**config.mk**
```make
export PLATFORM = sky130hd
export DESIGN_NAME = display_source_select
export DESIGN_NICKNAME = d
export VERILOG_FILES = /design/src/rtl/display_source_select.sv
export SDC_FILE = /design/constraint.sdc
export NUM_CORES = 1
export LEC_CHECK = 0
export ABC_AREA = 1
export CAP_MARGIN = 20
export CORE_MARGIN = 3
export CORE_UTILIZATION = 40
export CTS_CLUSTER_SIZE = 25
export DETAILED_ROUTE_END_ITERATION = 8
export HOLD_SLACK_MARGIN = 0.1
export PLACE_DENSITY = 0.87
export SETUP_SLACK_MARGIN = 0.4
export SYNTH_ARGS = -nofsm -noshare
export SYNTH_HDL_FRONTEND = slang
export SYNTH_SLANG_ARGS = --single-unit
```
**constraint.sdc**
```tcl
create_clock -name clk -period 2.6 [get_ports clk]
set_clock_uncertainty 0.15 [all_clocks]
set_input_delay 0.52 -clock clk [delete_from_list [all_inputs] [get_ports clk]]
set_output_delay 0.52 -clock clk [all_outputs]
set_load 0.05 [all_outputs]
```
**src/rtl/display_source_select.sv**
```systemverilog
// Pushbutton-driven 4:1 display source selector with debounce and a 13-bit clamp.
// Define DISP_HOLD_EN to refresh num/ovf periodically; by default they follow the source every cycle.
module display_source_select #(
  parameter int DB_CYCLES   = 500000,
  parameter int HOLD_CYCLES = 25000000
) (
  input  logic        clk,
  input  logic        rst,
  input  logic        btn_next,
  input  logic [31:0] src0,
  input  logic [31:0] src1,
  input  logic [31:0] src2,
  input  logic [31:0] src3,
  output logic [12:0] num,
  output logic [1:0]  src_sel,
  output logic        ovf
);

  localparam int DB_W = (DB_CYCLES > 1) ? $clog2(DB_CYCLES) : 1;
  localparam logic [DB_W-1:0] DB_LAST = DB_W'(DB_CYCLES - 1);

  typedef enum logic [1:0] {IDLE_LOW, WAIT_HIGH, IDLE_HIGH, WAIT_LOW} db_state_t;

  logic            sync_p0, sync_p1;
  db_state_t       state, state_nxt;
  logic [DB_W-1:0] db_cnt;
  logic            adv;
  logic [31:0]     sel_src;
  logic            sample;

  // {ovf, num}: values above the 13-bit display range saturate at 8191.
  function automatic logic [13:0] clamp13(input logic [31:0] v);
    if (v > 32'd8191) clamp13 = {1'b1, 13'h1FFF};
    else              clamp13 = {1'b0, v[12:0]};
  endfunction

  // Stage p0/p1: two-flop synchronizer for the raw button
  always_ff @(posedge clk) begin
    if (rst) begin
      sync_p0 <= 1'b0;
      sync_p1 <= 1'b0;
    end else begin
      sync_p0 <= btn_next;
      sync_p1 <= sync_p0;
    end
  end

  always_ff @(posedge clk) begin
    if (rst) begin
      state  <= IDLE_LOW;
      db_cnt <= '0;
    end else begin
      state <= state_nxt;
      if (state_nxt != state)
        db_cnt <= '0;
      else if (state == WAIT_HIGH || state == WAIT_LOW)
        db_cnt <= db_cnt + 1'b1;
    end
  end

  // Only the rising-side acceptance advances; release is debounced silently.
  always_comb begin
    state_nxt = state;
    adv       = 1'b0;
    unique case (state)
      IDLE_LOW:  if (sync_p1) state_nxt = WAIT_HIGH;
      WAIT_HIGH: begin
        if (!sync_p1) state_nxt = IDLE_LOW;
        else if (db_cnt == DB_LAST) begin
          state_nxt = IDLE_HIGH;
          adv       = 1'b1;
        end
      end
      IDLE_HIGH: if (!sync_p1) state_nxt = WAIT_LOW;
      WAIT_LOW: begin
        if (sync_p1) state_nxt = IDLE_HIGH;
        else if (db_cnt == DB_LAST) state_nxt = IDLE_LOW;
      end
      default:   state_nxt = IDLE_LOW;
    endcase
  end

  always_ff @(posedge clk) begin
    if (rst)      src_sel <= 2'd0;
    else if (adv) src_sel <= src_sel + 2'd1;
  end

  always_comb begin
    sel_src = src0;
    unique case (src_sel)
      2'd0: sel_src = src0;
      2'd1: sel_src = src1;
      2'd2: sel_src = src2;
      2'd3: sel_src = src3;
      default: sel_src = src0;
    endcase
  end

`ifdef DISP_HOLD_EN
  localparam int HOLD_W = (HOLD_CYCLES > 1) ? $clog2(HOLD_CYCLES) : 1;
  localparam logic [HOLD_W-1:0] HOLD_LAST = HOLD_W'(HOLD_CYCLES - 1);

  logic [HOLD_W-1:0] hold_cnt;
  logic              load_pend;
  logic              hold_tc;

  assign hold_tc = (hold_cnt == HOLD_LAST);
  // A terminal count that lands on a selection change is dropped; load_pend samples the new source.
  assign sample  = load_pend || (hold_tc && !adv);

  always_ff @(posedge clk) begin
    if (rst) begin
      hold_cnt  <= '0;
      load_pend <= 1'b1;
    end else begin
      load_pend <= adv;
      if (adv || hold_tc) hold_cnt <= '0;
      else                hold_cnt <= hold_cnt + 1'b1;
    end
  end
`else
  assign sample = 1'b1;
`endif

  // Stage p2: registered clamped display value
  always_ff @(posedge clk) begin
    if (rst) begin
      num <= '0;
      ovf <= 1'b0;
    end else if (sample) begin
      {ovf, num} <= clamp13(sel_src);
    end
  end

endmodule

```
==> flow_metrics.tcl, run 1 <==
set metrics [dict create \
    avgViaCountPerCell 4.93 \
    nets 653 \
    r2r_end "num[6]$_SDFF_PP0_" \
    drc 0 \
    r2r-start "src_sel[0]$_SDFFE_PP0P_" \
    h-tree-depth 2 \
    outcome "complete, no violations" \
    p_leak_nw 1.56 \
    irDropWorstVdd_mv 0.353 \
    cts-buffers-inserted 5 \
    portBuffers 146 \
    grt_pass1_wl_um 13600 \
    hpwlAfterDp_um 7190 \
    endpoint_kind "output port" \
    insertion_delay_ns 0.29 \
    seq_area_frac_synth_pct 33.1 \
    ant_nets 0 \
    setup_viol 0 \
    cp_data_required_time_ns 1.93 \
    cp-start-kind "flip-flop" \
    diodes 0 \
    yosys_register_bits 39 \
    fin_crit_sh_pct 81.9 \
    fin_tns_setup_ns 0 \
    num_rows 27 \
    worst_hold_path.endpoint "sync_p1$_SDFF_PP0_" \
    max_slew_margin_pct 60.9 \
    path_class "flip-flop to output port" \
    yosysTopAreaCell "dfxtp_1" \
    die_y_um 82.9 \
    grt_max_degree 16 \
    final_max_slew_viol_count 0 \
    syn_nets 508 \
    drt-initial-drc-count 112 \
    reg2reg_depth 8 \
    tritoncts "built" \
    hold_viol 0 \
    syn_area_um2 2360 \
    core_area_um2 5610 \
    final_cell_mix "clkdlybuf4s50_1, nand2_1, nor2_1" \
    power.density_nw_per_um2 361 \
    holdBufCountCts 0 \
    io_pins 147 \
    synthesis.instances 372 \
    tightest_slew_ns 0.584 \
    worstPathCellList "clkdlybuf4s50_1" \
    hold_path_depth 2 \
    rsz0062_at_grt "false" \
    hp-class "flip-flop to flip-flop" \
    cpPeakStageDelay_ns 0.86 \
    finalWirelength_um 8480 \
    drt_first_pass_iters 5 \
    start_util_pct 42.1 \
    r2r_slack_ns 0.68 \
    cp.arrival_ns 1.46 \
    wire_per_inst_um 14.4 \
    layout.cells.non_filler 589 \
    drive_above_1_share_pct 4.64 \
    vias 2906 \
    clockBufferDepth 2 \
    path_buf_inv 1 \
    cp.depth 1 \
    fmax_mhz 470 \
    grt_overflow_total 0 \
    layout_commonest_cell "clkdlybuf4s50_1" \
    grt_pass1_vias 2853 \
    yosysWarnings 0 \
    avgSynthCellArea_um2 6.35 \
    maxCapViolations 0 \
    synth.top_cell.area_share_pct 33.1 \
    critPathTopFamily "buffers and inverters" \
    period_minus_slack_ns 2.13 \
    gp_congestion 0.894 \
    cp_slowest_cell "clkdlybuf4s50_1" \
    ys_types 26 \
    grt_use_total_pct 24.2 \
    min_from "sync_p0$_SDFF_PP0_" \
    clockRootBuffer "clkbuf_8" \
    placedCellCount 582 \
    numClockSinks 39 \
    die_area_um2 6860 \
    antenna_found_initial 0 \
    area_growth_pct 68.7 \
    cp_max_fo 1 \
    yosys-top-cells-area "dfxtp_1, nand2_1, nor2_1" \
    dieWidth_um 82.9 \
    clkTransAtPathRegs_ns 0.07 \
    post_cts_buffers 0 \
]
report_power, final:
group	leakage, nW	switching [mW]	total [mW]	internal [mW]
combinational	1.19	0.123	0.337	0.214
clock	0.0513	0.199	0.480	0.281
sequential	0.320	0.00857	0.622	0.614
total	1.56	0.331	1.44	1.11
final cells by class:
class	count	area, um2
tap	72	90.1
clock buffer	6	72.6
clock inverter	1	30.0
inverter	35	131
timing repair buffer	147	1470
multi-input combinational	289	1410
fill	470	1620
sequential	39	781
timing repair:
item                       4_1_cts  5_1_grt
hold endpoints to repair         0        0
setup endpoints to repair        4       15
gates resized for setup          1        3
pin swaps                        0        0
per-layer routing:
layer | routed length, um | vias up | part of all wire (%) | GRT usage (%)
met5 | 0 | - | 0 | 0
met4 | 169 | 0 | 2.0 | 6.39
met3 | 523 | 14 | 6.2 | 6.45
met2 | 4460 | 107 | 53 | 43.7
met1 | 3330 | 1318 | 39 | 28.2
li1 | - | 1467 | - | -
cells by family after synthesis:
family,share of synthesized area (%)
AO/OA/AOI/OAI,9.22
flip-flops,33.1
AND/OR/NAND/NOR,44.9
buffers and inverters,7.94
XOR/XNOR,2.22
adder cells (fa/ha/maj),2.65
worst min-delay path, delay by kind of cell, from the launching register on:
kind                   cells  cell delay [ns]
buffers and inverters      1             0.05
flip-flops                 1             0.30
AND/OR/NAND/NOR            1             0.03
stage by stage:
stage	total power [mW]	hold slack, ns	worst slack, ns	utilization [%]	cell area [um2]
global placement	0.969	0.245	0.501	68.9	3860
CTS	1.45	0.271	0.405	70.8	3970
global route	1.50	0.282	0.436	71.1	3990
floorplan	0.738	0.238	0.612	-	2360
detailed placement	0.972	0.261	0.409	68.9	3860
finish	1.44	0.270	0.471	71.1	3990
worst max-delay path by stage:
stage                            startpoint            endpoint  slack, ns
floorplan           src_sel[0]$_SDFFE_PP0P_  num[12]$_SDFF_PP0_       0.61
global placement    src_sel[0]$_SDFFE_PP0P_   num[1]$_SDFF_PP0_       0.50
detailed placement  src_sel[0]$_SDFFE_PP0P_   num[6]$_SDFF_PP0_       0.41
CTS                 src_sel[0]$_SDFFE_PP0P_          src_sel[0]       0.40
global route              num[6]$_SDFF_PP0_              num[6]       0.44
finish                    num[3]$_SDFF_PP0_              num[3]       0.47
registers in the layout, summed over array words and instances (netlist names):
name / cells
num: 13
src_sel: 2
state: 2
sync_p1: 1
sync_p0: 1
db_cnt: 19
ovf: 1
Yosys cell counts:
library cell	n
nor2_2	2
nand2_1	105
nor2_1	79
a21oi_1	22
clkinv_1	1
or2_2	1
nand3_4	1
ha_1	5
clkbuf_1	6
xor2_1	6
inv_2	1
nand3_2	3
o211ai_1	13
nor3_1	11
nor3b_1	1
dfxtp_1	39
nand2_4	1
nand2_2	3
nor2_4	3
nand3_1	24
buf_6	3
nand3b_4	1
o21ai_0	2
nand4_1	5
inv_1	33
or2_0	1
No activity file was read; power rests on OpenSTA's default activity.
==> inputs of run 2 (changes only) <==
CORE_UTILIZATION = 34   (was 40)
PLACE_DENSITY = 0.79   (was 0.87)
clock period = 1.75 ns   (was 2.6 ns; I/O delays follow)
==> run 2 against run 1 <==
  * Sequential power grew 48%
  * Global-route usage shrank 0.58 points
  * Cell count grew 5.8%
  * Die area grew 16%
  * Worst hold slack lost 0.011 ns
  * Total power grew 53%
  * Via count grew 3.1%
  * Highest routed layer unchanged
==> flow_metrics.tcl, run 2 (same netlist as run 1, synthesis figures left out) <==
set metrics [dict create \
    ant_nets 0 \
    grt_pass1_vias 3053 \
    cp_data_required_time_ns 1.79 \
    combPwrFrac_pct 24.6 \
    sequentialPowerShare_pct 41.7 \
    cp-start-kind "flip-flop" \
    r2r_end "db_cnt[14]$_SDFFE_PP0P_" \
    avgViaCountPerCell 4.81 \
    clkTransAtPathRegs_ns 0.08 \
    nets 681 \
    p_sw_share_pct 24.6 \
    reg.largest.list "db_cnt (19), num (13)" \
    grt_use_total_pct 23.7 \
    largest_register_ffs 19 \
    layout_commonest_cell "clkdlybuf4s50_1" \
    power_frac_clock_pct 33.7 \
    grtUsageMet3_pct 7.00 \
    h-tree-depth 2 \
    numClockSinks 39 \
    worstPathCellList "ha_4 -> nand3_4 -> nor2_4 -> nand4_1 -> or2_0 -> nand2_1 -> nor2_1" \
    tightest_slew_ns 0.370 \
    gp_congestion 0.908 \
    path_class "flip-flop to flip-flop" \
    grt_max_degree 15 \
    layout.cells.non_filler 623 \
    drc 0 \
    outcome "complete, no violations" \
    drt-initial-drc-count 190 \
    maxCapViolations 0 \
    grt-busiest-layer "met2" \
    largest_register "db_cnt" \
    final_cell_mix "clkdlybuf4s50_1, nand2_1, nor2_1" \
    holdWs_ns 0.259 \
    clockRootBuffer "clkbuf_8" \
    fin_tns_setup_ns 0 \
    reg2reg_depth 7 \
    endpoint "db_cnt[14]$_SDFFE_PP0P_" \
    area_growth_pct 94.9 \
    cp_max_fo 3 \
    die_y_um 89.4 \
    fin_util_pct 70.5 \
    core_area_um2 6530 \
    portBuffers 146 \
    power.density_nw_per_um2 479 \
    fmax_mhz 627 \
    diodes 0 \
    vias 2995 \
    place_ws_ns -0.202 \
    antenna_found_initial 0 \
    setup_viol 0 \
    internal_power_mw 1.66 \
    die_area_um2 7980 \
    start_util_pct 36.2 \
    final_max_slew_viol_count 0 \
    wire_per_inst_um 15.2 \
    fillers 513 \
    dieWidth_um 89.4 \
    io_pins 147 \
    hpwlAfterDp_um 7000 \
    cp.arrival_ns 1.64 \
    rsz0062_at_grt "true" \
    grt_util_met2_pct 43.7 \
    tritoncts "built" \
    grt_overflow_total 0 \
    grt_pass1_wl_um 14300 \
    drive_above_1_share_pct 25.8 \
    finalWirelength_um 9440 \
    irDropWorstVdd_mv 0.468 \
    cp-startpoint "db_cnt[1]$_SDFFE_PP0P_" \
    max_slew_margin_pct 75.2 \
    clockBufferDepth 2 \
    fin_crit_sh_pct 91.1 \
    grt_util_met1_pct 25.4 \
    cts-buffers-inserted 5 \
    period_minus_slack_ns 1.59 \
    endpoint_kind "flip-flop" \
    hold_viol 0 \
    p_leak_nw 1.78 \
    r2r-start "db_cnt[1]$_SDFFE_PP0P_" \
    switchingPower_mw 0.542 \
    cp_slowest_cell "dfxtp_4" \
    r2r_slack_ns 0.16 \
    cpPeakStageDelay_ns 0.37 \
    fin_ws_ns 0.155 \
    placedCellCount 596 \
    hp-class "flip-flop to flip-flop" \
    num_rows 29 \
    drt_first_pass_iters 4 \
    insertion_delay_ns 0.30 \
]
-- run 2: cell count changes in the layout (fill, tap and decap cells not counted), sizes merged --
| cell | change |
|---|---|
| nand2 | +1 |
| buf | +42 |
| nand3b | +1 |
| clkdlybuf4s50 | -30 |
| dlygate4sd2 | +16 |
| dlymetal6s2s | -2 |
| clkbuf | +1 |
-- run 2: critical path: cells and delay by family, from the launching register on --
kind          cells  cell delay, ns
fa+ha+maj         1            0.16
simple gates      6            0.82
flops             1            0.37
-- run 2: through the flow --
step | power (mW) | instance area (um2)
2_1_floorplan | 1.09 | 2440
3_3_place_gp | 1.44 | 4000
3_5_place_dp | 1.44 | 4000
4_1_cts | 2.19 | 4400
5_1_grt | 2.29 | 4600
6_report | 2.20 | 4600
-- run 2: worst min-delay path by stage --
stage	startpoint	cells after the start	to	slack, ns
floorplan	sync_p0$_SDFF_PP0_	2	sync_p1$_SDFF_PP0_	0.24
global placement	sync_p0$_SDFF_PP0_	2	sync_p1$_SDFF_PP0_	0.24
detailed placement	sync_p0$_SDFF_PP0_	2	sync_p1$_SDFF_PP0_	0.25
CTS	sync_p0$_SDFF_PP0_	2	sync_p1$_SDFF_PP0_	0.26
global route	sync_p0$_SDFF_PP0_	2	sync_p1$_SDFF_PP0_	0.27
finish	sync_p0$_SDFF_PP0_	2	sync_p1$_SDFF_PP0_	0.26
-- run 2: power by group through the flow --
stage | Sequential (mW) | Combinational (mW) | Clock, mW
after floorplan | 1.01 | 0.0835 | 0
after global placement | 0.939 | 0.497 | 0
after detailed placement | 0.938 | 0.504 | 0
after CTS | 0.918 | 0.520 | 0.751
after global routing | 0.921 | 0.575 | 0.790
final | 0.919 | 0.542 | 0.743
-- run 2: metal layers --
| metal | vias up | share of wire, % |
|---|---|---|
| li1 | 1534 | - |
| met1 | 1337 | 38 |
| met2 | 99 | 53 |
| met3 | 25 | 6.1 |
| met4 | 0 | 2.6 |
| met5 | - | 0 |
-- run 2: what timing repair did --
action                                  CTS  global route
hold buffers                              0             0
pin swaps                                44            30
setup buffers                            10             7
resized for setup                        71            44
endpoints found under the setup margin   39            45
gates cloned                              2             0
-- run 2: area by class of cell --
cell class	count	area (um2)	share of cell area [%]
clock inverters	1	30.0	0.652
repair buffers	173	1700	37.0
well taps	77	96.3	2.09
clock buffers	7	76.3	1.66
inverters	35	144	3.12
flip-flops and latches	39	813	17.7
multi-input cells	291	1740	37.9
